==> config.mk <==
export PLATFORM = sky130hd
export DESIGN_NAME = otter_fetch_queue_flat
export DESIGN_NICKNAME = d
export VERILOG_FILES = /design/src/rtl/otter_fetch_queue_if.sv /design/src/rtl/otter_fetch_queue.sv /design/src/flat_wrapper.sv
export SDC_FILE = /design/constraint.sdc
export NUM_CORES = 1
export LEC_CHECK = 0
export CAP_MARGIN = 20
export CORE_ASPECT_RATIO = 1.4
export CORE_UTILIZATION = 43
export CTS_CLUSTER_SIZE = 16
export DETAILED_ROUTE_END_ITERATION = 12
export SKIP_CTS_REPAIR_TIMING = 1
export SLEW_MARGIN = 20
export SYNTH_ARGS = -nofsm -noshare
export SYNTH_HDL_FRONTEND = slang
export SYNTH_SLANG_ARGS = --single-unit
==> constraint.sdc <==
create_clock -name CLK -period 4.77 [get_ports CLK]
set_clock_uncertainty 0.1 [all_clocks]
set_input_delay 0.954 -clock CLK [delete_from_list [all_inputs] [get_ports CLK]]
set_output_delay 0.954 -clock CLK [all_outputs]
set_load 0.05 [all_outputs]
==> src/rtl/otter_fetch_queue_if.sv <==
// Fetch-queue bundle: memory port 1, decode handshake and redirect from EX.
// Carries EMPTY_CYCLES only when OTTER_FETCHQ_PERF_EN is defined.
interface otter_fetch_queue_if #(
  parameter int DEPTH = 4
);
  logic                     REDIRECT;
  logic [31:0]              REDIRECT_PC;
  logic [31:0]              MEM_ADDR1;
  logic                     MEM_READ1;
  logic [31:0]              MEM_DOUT1;
  logic                     DE_VALID;
  logic                     DE_READY;
  logic [31:0]              DE_IR;
  logic [31:0]              DE_PC;
  logic [$clog2(DEPTH):0]   Q_COUNT;
`ifdef OTTER_FETCHQ_PERF_EN
  logic [31:0]              EMPTY_CYCLES;

  modport master (
    input  REDIRECT, REDIRECT_PC, MEM_DOUT1, DE_READY,
    output MEM_ADDR1, MEM_READ1, DE_VALID, DE_IR, DE_PC, Q_COUNT, EMPTY_CYCLES
  );
  modport slave (
    output REDIRECT, REDIRECT_PC, MEM_DOUT1, DE_READY,
    input  MEM_ADDR1, MEM_READ1, DE_VALID, DE_IR, DE_PC, Q_COUNT, EMPTY_CYCLES
  );
`else
  modport master (
    input  REDIRECT, REDIRECT_PC, MEM_DOUT1, DE_READY,
    output MEM_ADDR1, MEM_READ1, DE_VALID, DE_IR, DE_PC, Q_COUNT
  );
  modport slave (
    output REDIRECT, REDIRECT_PC, MEM_DOUT1, DE_READY,
    input  MEM_ADDR1, MEM_READ1, DE_VALID, DE_IR, DE_PC, Q_COUNT
  );
`endif
endinterface

==> src/rtl/otter_fetch_queue.sv <==
// OTTER instruction-fetch front end: credit-limited sequential fetch into a DEPTH-entry {IR, PC} FIFO.
// Optional empty-cycle counter when OTTER_FETCHQ_PERF_EN is defined.
module otter_fetch_queue #(
  parameter int          DEPTH    = 4,
  parameter logic [31:0] RESET_PC = 32'h0
) (
  input logic               CLK,
  input logic               RESET,
  otter_fetch_queue_if.master bus
);
  localparam int AW  = $clog2(DEPTH);
  localparam int CW  = AW + 1;
  localparam int CW1 = CW + 1;

  logic [31:0]   fetch_pc, fetch_pc_nx;
  logic [31:0]   tag_pc, tag_pc_nx;
  logic [AW-1:0] head, head_nx;
  logic [AW-1:0] tail, tail_nx;
  logic [CW-1:0] count, count_nx;
  logic          inflight, inflight_nx;

  logic [31:0]   ir_mem [DEPTH];
  logic [31:0]   pc_mem [DEPTH];

  logic          de_valid;
  logic          pop;
  logic          push;
  logic          issue;
  logic [CW1-1:0] credit;

  assign de_valid = (count != '0);

  // Credit counts the in-flight word so a response always has a slot waiting for it.
  always_comb begin
    pop    = de_valid & bus.DE_READY & ~bus.REDIRECT;
    push   = inflight & ~bus.REDIRECT & ~RESET;
    credit = CW1'(count) + CW1'(inflight) - CW1'(pop);
    issue  = ~RESET & ~bus.REDIRECT & (credit < CW1'(DEPTH));
  end

  always_comb begin
    fetch_pc_nx = fetch_pc;
    tag_pc_nx   = tag_pc;
    head_nx     = head;
    tail_nx     = tail;
    count_nx    = count;
    inflight_nx = 1'b0;
    if (bus.REDIRECT) begin
      fetch_pc_nx = {bus.REDIRECT_PC[31:2], 2'b00};
      head_nx     = '0;
      tail_nx     = '0;
      count_nx    = '0;
    end else begin
      if (issue) begin
        fetch_pc_nx = fetch_pc + 32'd4;
        tag_pc_nx   = fetch_pc;
        inflight_nx = 1'b1;
      end
      if (pop)  head_nx = head + AW'(1);
      if (push) tail_nx = tail + AW'(1);
      count_nx = count + CW'(push) - CW'(pop);
    end
  end

  always_ff @(posedge CLK) begin
    if (RESET) begin
      fetch_pc <= RESET_PC;
      tag_pc   <= '0;
      head     <= '0;
      tail     <= '0;
      count    <= '0;
      inflight <= 1'b0;
    end else begin
      fetch_pc <= fetch_pc_nx;
      tag_pc   <= tag_pc_nx;
      head     <= head_nx;
      tail     <= tail_nx;
      count    <= count_nx;
      inflight <= inflight_nx;
    end
  end

  always_ff @(posedge CLK) begin
    if (push) begin
      ir_mem[tail] <= bus.MEM_DOUT1;
      pc_mem[tail] <= tag_pc;
    end
  end

  always_ff @(posedge CLK) begin
    if (push && !pop) begin
      assert (count != CW'(DEPTH));
    end
  end

  assign bus.MEM_ADDR1 = fetch_pc;
  assign bus.MEM_READ1 = issue;
  assign bus.DE_VALID  = de_valid;
  assign bus.DE_IR     = de_valid ? ir_mem[head] : 32'h0;
  assign bus.DE_PC     = de_valid ? pc_mem[head] : 32'h0;
  assign bus.Q_COUNT   = count;

`ifdef OTTER_FETCHQ_PERF_EN
  logic [31:0] empty_cycles;

  always_ff @(posedge CLK) begin
    if (RESET) begin
      empty_cycles <= '0;
    end else if (!de_valid && empty_cycles != 32'hFFFF_FFFF) begin
      empty_cycles <= empty_cycles + 32'd1;
    end
  end

  assign bus.EMPTY_CYCLES = empty_cycles;
`endif
endmodule
==> src/flat_wrapper.sv <==
// flat-port wrapper written by rule: the top's interface ports become plain ports
module otter_fetch_queue_flat 
#(
  parameter int          DEPTH    = 4,
  parameter logic [31:0] RESET_PC = 32'h0
)
  (CLK, RESET, bus_REDIRECT, bus_REDIRECT_PC, bus_MEM_DOUT1, bus_DE_READY, bus_MEM_ADDR1, bus_MEM_READ1, bus_DE_VALID, bus_DE_IR, bus_DE_PC, bus_Q_COUNT);
  otter_fetch_queue_if #(.DEPTH(DEPTH)) bus_i ();
  input logic CLK;
  input logic RESET;
  input wire logic [$bits(bus_i.REDIRECT)-1:0] bus_REDIRECT;
  input wire logic [$bits(bus_i.REDIRECT_PC)-1:0] bus_REDIRECT_PC;
  input wire logic [$bits(bus_i.MEM_DOUT1)-1:0] bus_MEM_DOUT1;
  input wire logic [$bits(bus_i.DE_READY)-1:0] bus_DE_READY;
  output wire logic [$bits(bus_i.MEM_ADDR1)-1:0] bus_MEM_ADDR1;
  output wire logic [$bits(bus_i.MEM_READ1)-1:0] bus_MEM_READ1;
  output wire logic [$bits(bus_i.DE_VALID)-1:0] bus_DE_VALID;
  output wire logic [$bits(bus_i.DE_IR)-1:0] bus_DE_IR;
  output wire logic [$bits(bus_i.DE_PC)-1:0] bus_DE_PC;
  output wire logic [$bits(bus_i.Q_COUNT)-1:0] bus_Q_COUNT;
  assign bus_i.REDIRECT = bus_REDIRECT;
  assign bus_i.REDIRECT_PC = bus_REDIRECT_PC;
  assign bus_i.MEM_DOUT1 = bus_MEM_DOUT1;
  assign bus_i.DE_READY = bus_DE_READY;
  assign bus_MEM_ADDR1 = bus_i.MEM_ADDR1;
  assign bus_MEM_READ1 = bus_i.MEM_READ1;
  assign bus_DE_VALID = bus_i.DE_VALID;
  assign bus_DE_IR = bus_i.DE_IR;
  assign bus_DE_PC = bus_i.DE_PC;
  assign bus_Q_COUNT = bus_i.Q_COUNT;
  otter_fetch_queue #(.DEPTH(DEPTH), .RESET_PC(RESET_PC)) u_core (.CLK(CLK), .RESET(RESET), .bus(bus_i));
endmodule
==> results of run 1 <==
[power by group through the flow]
stage,clock (mW),sequential [mW],combinational (mW)
6_report,2.42,3.07,0.367
5_1_grt,2.57,3.07,0.392
4_1_cts,2.47,3.07,0.371
3_5_place_dp,0,3.13,0.369
3_3_place_gp,0,3.13,0.367
2_1_floorplan,0,3.17,0.154
[sequential cells by signal (all words and copies together), names as in the netlist, named ones only]
name	flops
u_core.bus.MEM_ADDR1	30
u_core.ir_mem	128
u_core.inflight	1
u_core.pc_mem	120
u_core.head	2
u_core.bus.Q_COUNT	3
u_core.tag_pc	30
u_core.tail	2
[placed cells by master (no fill, tap or decap), types with 5 or more instances in the layout]
cell type,netlist,final
sky130_fd_sc_hd__nand3_1,6,6
sky130_fd_sc_hd__a21oi_1,36,36
sky130_fd_sc_hd__nor3_1,7,6
sky130_fd_sc_hd__ha_1,9,9
sky130_fd_sc_hd__and2_1,5,5
sky130_fd_sc_hd__buf_4,5,16
sky130_fd_sc_hd__xor2_1,17,17
sky130_fd_sc_hd__clkbuf_1,30,5
sky130_fd_sc_hd__o2111ai_1,12,12
sky130_fd_sc_hd__clkdlybuf4s50_1,0,160
sky130_fd_sc_hd__nor2_1,38,38
sky130_fd_sc_hd__nor2b_1,64,64
sky130_fd_sc_hd__dfxtp_1,70,68
sky130_fd_sc_hd__buf_12,0,7
sky130_fd_sc_hd__a211oi_1,18,18
sky130_fd_sc_hd__inv_1,19,19
sky130_fd_sc_hd__clkbuf_16,0,31
sky130_fd_sc_hd__o211ai_1,6,6
sky130_fd_sc_hd__mux4_2,62,62
sky130_fd_sc_hd__xnor2_1,7,7
sky130_fd_sc_hd__clkinv_2,0,6
sky130_fd_sc_hd__edfxtp_1,248,248
sky130_fd_sc_hd__nand2_1,71,71
[per-layer routing]
| metal | GRT usage [%] | share of wire [%] |
|---|---|---|
| met5 | 0 | 0 |
| met4 | 5.412 | 2.0 |
| met3 | 2.230 | 4.1 |
| met2 | 31.49 | 52 |
| met1 | 22.84 | 42 |
[path summary, 6_finish.rpt]
kind,cells after the start,slack (ns),startpoint,end
max,10,0.44,bus_DE_READY,bus_MEM_READ1
min,2,0.39,u_core.tag_pc[10],u_core.tag_pc[10]
max reg2reg,11,1.32,u_core.bus.Q_COUNT[2],u_core.bus.MEM_ADDR1[25]
min reg2reg,2,0.39,u_core.tag_pc[10],u_core.tag_pc[10]
[logic make-up (layout without fill, tap and decap cells)]
family / count (synthesis) / in the layout / synth area share (%)
mux: 67 / 67 / 11.35
other cells: 1 / 4 / 0.02936
compound gates: 93 / 93 / 4.947
flops: 318 / 318 / 69.28
fa+ha+maj: 10 / 10 / 1.038
xor+xnor: 24 / 24 / 1.646
buf+inv: 70 / 255 / 2.488
simple gates: 221 / 221 / 9.218
[critical path, stage by stage]
cell	delay, ns
sky130_fd_sc_hd__clkdlybuf4s50_1	0.51
sky130_fd_sc_hd__nor3b_1	0.40
sky130_fd_sc_hd__ha_1	0.23
sky130_fd_sc_hd__inv_1	0.07
sky130_fd_sc_hd__ha_1	0.27
sky130_fd_sc_hd__and3b_4	0.20
sky130_fd_sc_hd__nor4_4	0.24
sky130_fd_sc_hd__o21ai_2	0.11
sky130_fd_sc_hd__inv_1	0.15
sky130_fd_sc_hd__buf_12	0.16
[per-stage QoR]
stage | hold WS (ns) | instance area, um2 | worst slack [ns] | util (%)
after floorplan | 0.3600 | 12780 | 0.6558 | -
after global routing | 0.4189 | 15930 | 0.3011 | 54.60
after global placement | 0.3764 | 14920 | 0.4332 | 51.14
after detailed placement | 0.3885 | 14920 | 0.3894 | 51.14
after CTS | 0.3983 | 15930 | 0.3779 | 54.60
final | 0.3938 | 15930 | 0.4367 | 54.60
[final cells by class]
class	instances	area [um2]
Clock buffer	39	835.8
Clock inverter	13	173.9
Fill cell	2409	13240
Inverter	19	71.32
Multi-Input combinational cell	419	3646
Sequential cell	318	8856
Tap cell	380	475.5
Timing Repair Buffer	184	1867
==> run metrics, run 1 <==
number of sinks driven by the clock tree 318; sequential area share after synthesis 69.28%; routed via count divided by cell count 5.246; source-to-sink clock delay at the later pin of the worst-skew pair 0.55 ns; number of instances in the synthesized netlist 804; Die Y 205.9 um; sort of element at the end of the critical path output pin; Synth Register Bits 318; post-detail-place hpwl 16600 um; most numerous cell in the Yosys netlist sky130_fd_sc_hd__edfxtp_1; number of vias after detailed routing 7197; most frequent cells after synthesis sky130_fd_sc_hd__edfxtp_1, sky130_fd_sc_hd__nand2_1, sky130_fd_sc_hd__dfxtp_1; kind of critical path in -> out; remaining max-slew budget at the tightest pin 49.07%; cell-internal power 4.606 mW; Max-cap violations 0; Max H-tree Level 1; Antenna Violating Nets Remaining 0; Clk pwr share 41.3%; outcome finished clean; total gr overflow 0; final setup violating endpoints 0; switching power 1.242 mW; clock tree from TritonCTS built; Area growth syn-to-layout 24.69%; final critical-path required period 4.333 ns; Worst EP required 3.72 ns; core area 0.02917 mm2; clock transition time at the flip-flop clock pins of the worst setup and hold paths 0.07 ns; pwr dens 367.3 mW/mm2; number of max-slew violations in the final report 0; Bufs on Longest Clock Path 3; path class of the lowest-slack min-delay path reg -> reg; area share of the leading cell type in the synthesized netlist 58.31%; Distinct cells, synth 55; maximum clock frequency 230.8 MHz; antenna cells 0; vias in the first global route 7469; Area contributors post-synth sky130_fd_sc_hd__edfxtp_1, sky130_fd_sc_hd__dfxtp_1, sky130_fd_sc_hd__mux4_2, sky130_fd_sc_hd__nor2b_1, sky130_fd_sc_hd__nand2_1; number of synthesized flops with an enable pin 248; Final Wtd Congestion 0.7819; post-layout power 5.849 mW; Final Routed Wirelength 26560 um; post-route insts no fill 1372; unrepaired setup endpoints after global routing no; # rows 74; worst IR drop on VDD 0.2639 mV; switching part of the total power 21.24%; static leakage power 4.988 nW; root buffer cell sky130_fd_sc_hd__clkbuf_16; nature of the critical path startpoint primary input; initial standard-cell utilization of the core 43.79%; post-DR wirelength/cell 19.35 um; fraction of final layout cells sized beyond drive strength 1 15.52%; number of antenna violations at the first check in global routing 0; Data arrival, critical path 3.28 ns; Post-Synthesis Mean Instance Area 15.89 um2; detailed router's first-iteration violation count 320; yosys synthesis warning count 0; IO Count 169; total instance count after detailed placement 1320; transition at the pin with the smallest max-transition slack 0.7640 ns; total track usage 17.80%; Die ar. 0.03041 mm2; remaining design rule violation count 0; dominant synthesized flop cell sky130_fd_sc_hd__edfxtp_1; largest net degree at the start of global routing 64; sequential power share 52.4%; global-route wire length before repair 41320 um; synthesized cell area 0.01277 mm2; critical path peak fanout 4; Die Width 147.7 um; number of nets in the layout 1048; port bufs 162; setup TNS after final layout 0 ns; final-report hold violation count 0; CTS buffer count 28; top cell type by total area after synthesis sky130_fd_sc_hd__edfxtp_1; drt pass-1 iters 4; part of the cycle the worst path needs 90.84%; async set or reset register ratio after synthesis 0%; combinational group share of total power 6.3%
No activity file was read; power rests on OpenSTA's default activity.
==> run 2, diff against run 1 <==
ABC_AREA = 1   (was unset)
==> run metrics, run 2 <==
Bufs on Longest Clock Path 3 (unchanged); max FFs per register 128 (unchanged); total gr overflow 0 (unchanged); Area growth syn-to-layout 22.50%; Max H-tree Level 1 (unchanged); sequential cell area in the final layout 0.008853 mm2 (about the same); least setup slack across all paths after layout 0.6578 ns (+0.2211 ns); Area contributors post-synth sky130_fd_sc_hd__edfxtp_1, sky130_fd_sc_hd__dfxtp_1, sky130_fd_sc_hd__nor2_1, sky130_fd_sc_hd__o21ai_0, sky130_fd_sc_hd__nand2_1; unrepaired setup endpoints after global routing no; total track usage 20.18% (+2.4 points); drt pass-1 iters 4 (unchanged); source-to-sink clock delay at the later pin of the worst-skew pair 0.57 ns (+0.02 ns); async set or reset register ratio after synthesis 0% (unchanged); Final Wtd Congestion 0.9413 (+20%); multi-input combinational cell area 0.003970 mm2 (+8.9%); area share of the leading cell type in the synthesized netlist 55.58% (-2.7 points); Min-Delay Path Depth 2 (unchanged); remaining max-slew budget at the tightest pin 48.43% (-0.64 points); reg-to-reg startpoint u_core.bus.Q_COUNT[2]; nature of the critical path startpoint flip-flop; Post-Synthesis Mean Instance Area 10.01 um2 (-37%); fraction of final layout cells sized beyond drive strength 1 8.378% (-7.1 points); clock transition time at the flip-flop clock pins of the worst setup and hold paths 0.06 ns (about the same); remaining design rule violation count 0 (unchanged); synthesized cell area 0.01340 mm2 (+4.9%); IO Count 169 (unchanged); Max-cap violations 0 (unchanged); minimum setup slack among reg-to-reg paths 1.76 ns (+0.44 ns); core area 0.03071 mm2 (+5.3%); total instance count after detailed placement 1837 (+39%); yosys synthesis warning count 0 (unchanged); part of the cycle the worst path needs 86.21% (-4.6 points); count of fill cells added during filler insertion 2775 (+15%); highest-count cells in the layout ignoring fill and taps sky130_fd_sc_hd__nor2_1, sky130_fd_sc_hd__edfxtp_1, sky130_fd_sc_hd__nand2_1; largest registers ranked by flip-flop count u_core.ir_mem (128), u_core.pc_mem (120); clock tree from TritonCTS built; initial standard-cell utilization of the core 43.62% (-0.17 points); static leakage power 5.835 nW (+17%); Worst R2R Path Depth 15 (+4); # rows 76 (+2.7%); Max Used Layer met4; Min-Delay Startpoint u_core.head[1]; kind of critical path reg -> out; number of vias after detailed routing 9593 (+33%); maximum clock frequency 243.2 MHz (+5.4%); sort of element at the end of the critical path output pin; number of instances in the synthesized netlist 1339 (+67%); Final Routed Wirelength 32080 um (+21%); root buffer cell sky130_fd_sc_hd__clkbuf_16; worst IR drop on VDD 0.2014 mV (-24%); Synth Register Bits 318 (unchanged); dominant synthesized flop cell sky130_fd_sc_hd__edfxtp_1; critical path peak fanout 49 (+45); number of synthesized flops with an enable pin 248 (unchanged); CTS buffer count 31 (+11%); post-route insts no fill 1894 (+38%); most frequent cells after synthesis sky130_fd_sc_hd__nor2_1, sky130_fd_sc_hd__edfxtp_1, sky130_fd_sc_hd__nand2_1; Worst EP required 3.72 ns (about the same); detailed route wirelength on metal3 1801 um (+65%); number of sinks driven by the clock tree 318 (unchanged); Die Width 151.2 um (+2.4%); number of antenna violations at the first check in global routing 0 (unchanged); final critical-path required period 4.112 ns (-0.2211 ns); worst setup slack before clock tree synthesis 0.6992 ns (+0.3098 ns); global-route wire length before repair 49130 um (+19%); worst r2r dst u_core.bus.MEM_ADDR1[8]; register name with the most flops u_core.ir_mem; met2 WL 16140 um (+17%); antenna cells 0 (unchanged); post-detail-place hpwl 19320 um (+16%); top cell type by total area after synthesis sky130_fd_sc_hd__edfxtp_1; pwr dens 359.9 mW/mm2 (-2.0%); most numerous cell in the Yosys netlist sky130_fd_sc_hd__nor2_1; number of nets in the layout 1558 (+49%); Die Y 210.9 um (+2.4%); setup TNS after final layout 0 ns (unchanged); post-DR wirelength/cell 16.94 um (-13%); final-report hold violation count 0 (unchanged); commonest non-fill, non-tap cell in the layout sky130_fd_sc_hd__nor2_1; sequential area share after synthesis 66.04% (-3.2 points); detailed router's first-iteration violation count 538 (+68%); Distinct cells, synth 29 (-47%); Antenna Violating Nets Remaining 0 (unchanged); Data arrival, critical path 3.06 ns (-0.22 ns); vias in the first global route 9218 (+23%); path class of the lowest-slack min-delay path reg -> reg; M1 WL 13320 um (+19%); number of max-slew violations in the final report 0 (unchanged); outcome finished clean; port bufs 162 (unchanged); largest net degree at the start of global routing 125 (+95%); final setup violating endpoints 0 (unchanged); transition at the pin with the smallest max-transition slack 0.7724 ns (+0.008439 ns); routed via count divided by cell count 5.065 (-3.4%); Die ar. 0.03188 mm2 (+4.8%)
run 2: cell count changes in the layout (fill, tap and decap cells not counted), sizes merged, moves of 21 or more:
cell / previous run / this run
a21oi: 36 / 119
nor2b: 64 / 0
buf: 24 / 45
mux4: 62 / 0
inv: 19 / 76
o21ai: 5 / 171
nand3: 6 / 54
nand2: 71 / 185
nor2: 39 / 316
clkdlybuf4s50: 160 / 136
run 2: power breakdown:
part / switching (mW) / internal [mW]
logic: 0.238 / 0.138
clock network: 1.03 / 1.41
registers: 0.0559 / 3.04
total: 1.32 / 4.58
run 2: critical path, cell delays in order (launching register included):
cell                              delay [ns]
sky130_fd_sc_hd__dfxtp_4                0.35
sky130_fd_sc_hd__inv_2                  0.56
sky130_fd_sc_hd__buf_4                  0.39
sky130_fd_sc_hd__o21ai_0                0.14
sky130_fd_sc_hd__a21oi_1                0.19
sky130_fd_sc_hd__clkdlybuf4s50_1        0.83
run 2: cells by family (layout without fill, tap and decap cells):
group                    Yosys count  after routing  synth area share, %
adder cells (fa/ha/maj)           10             10               0.9898
buffers and inverters            149            311                4.688
other                              1              4              0.02799
AO/OA/AOI/OAI                    300            300                11.39
XOR/XNOR                           1              1              0.06538
AND/OR/NAND/NOR                  560            560                16.80
flip-flops                       318            318                66.04
run 2: worst max path at each step:
stage | from | end | slack [ns] | cells after the start
floorplan | bus_REDIRECT | u_core.ir_mem[0][0] | 0.17 | 4
global placement | bus_REDIRECT | u_core.bus.MEM_ADDR1[24] | 0.75 | 17
detailed placement | bus_REDIRECT | u_core.bus.MEM_ADDR1[4] | 0.70 | 17
CTS | flip-flop | bus_DE_IR[7] | 0.60 | 5
global route | flip-flop | bus_DE_IR[16] | 0.46 | 5
finish | flip-flop | bus_DE_IR[7] | 0.66 | 5
run 2: per-layer routing:
metal	global-route usage, %	vias up
met5	0	-
met4	6.759	0
met3	2.894	45
met2	35.68	272
met1	24.90	4453
li1	-	4823
run 2: cell type report:
type                       count  area share, %
clock buffer                  33          4.772
clock inverter                24          1.456
inverter                      73          1.669
multi-input combinational    875          24.19
sequential                   318          53.94
tap                          390          2.973
timing repair buffer         181          11.01
run 2: stage by stage:
step	power, mW	hold WS [ns]	cell area (um2)	util (%)
2_1_floorplan	3.364	0.3415	13410	-
3_3_place_gp	3.523	0.3504	15380	50.07
3_5_place_dp	3.528	0.3588	15390	50.11
4_1_cts	5.964	0.3740	16410	53.44
5_1_grt	6.107	0.4042	16410	53.44
6_report	5.907	0.3681	16410	53.44
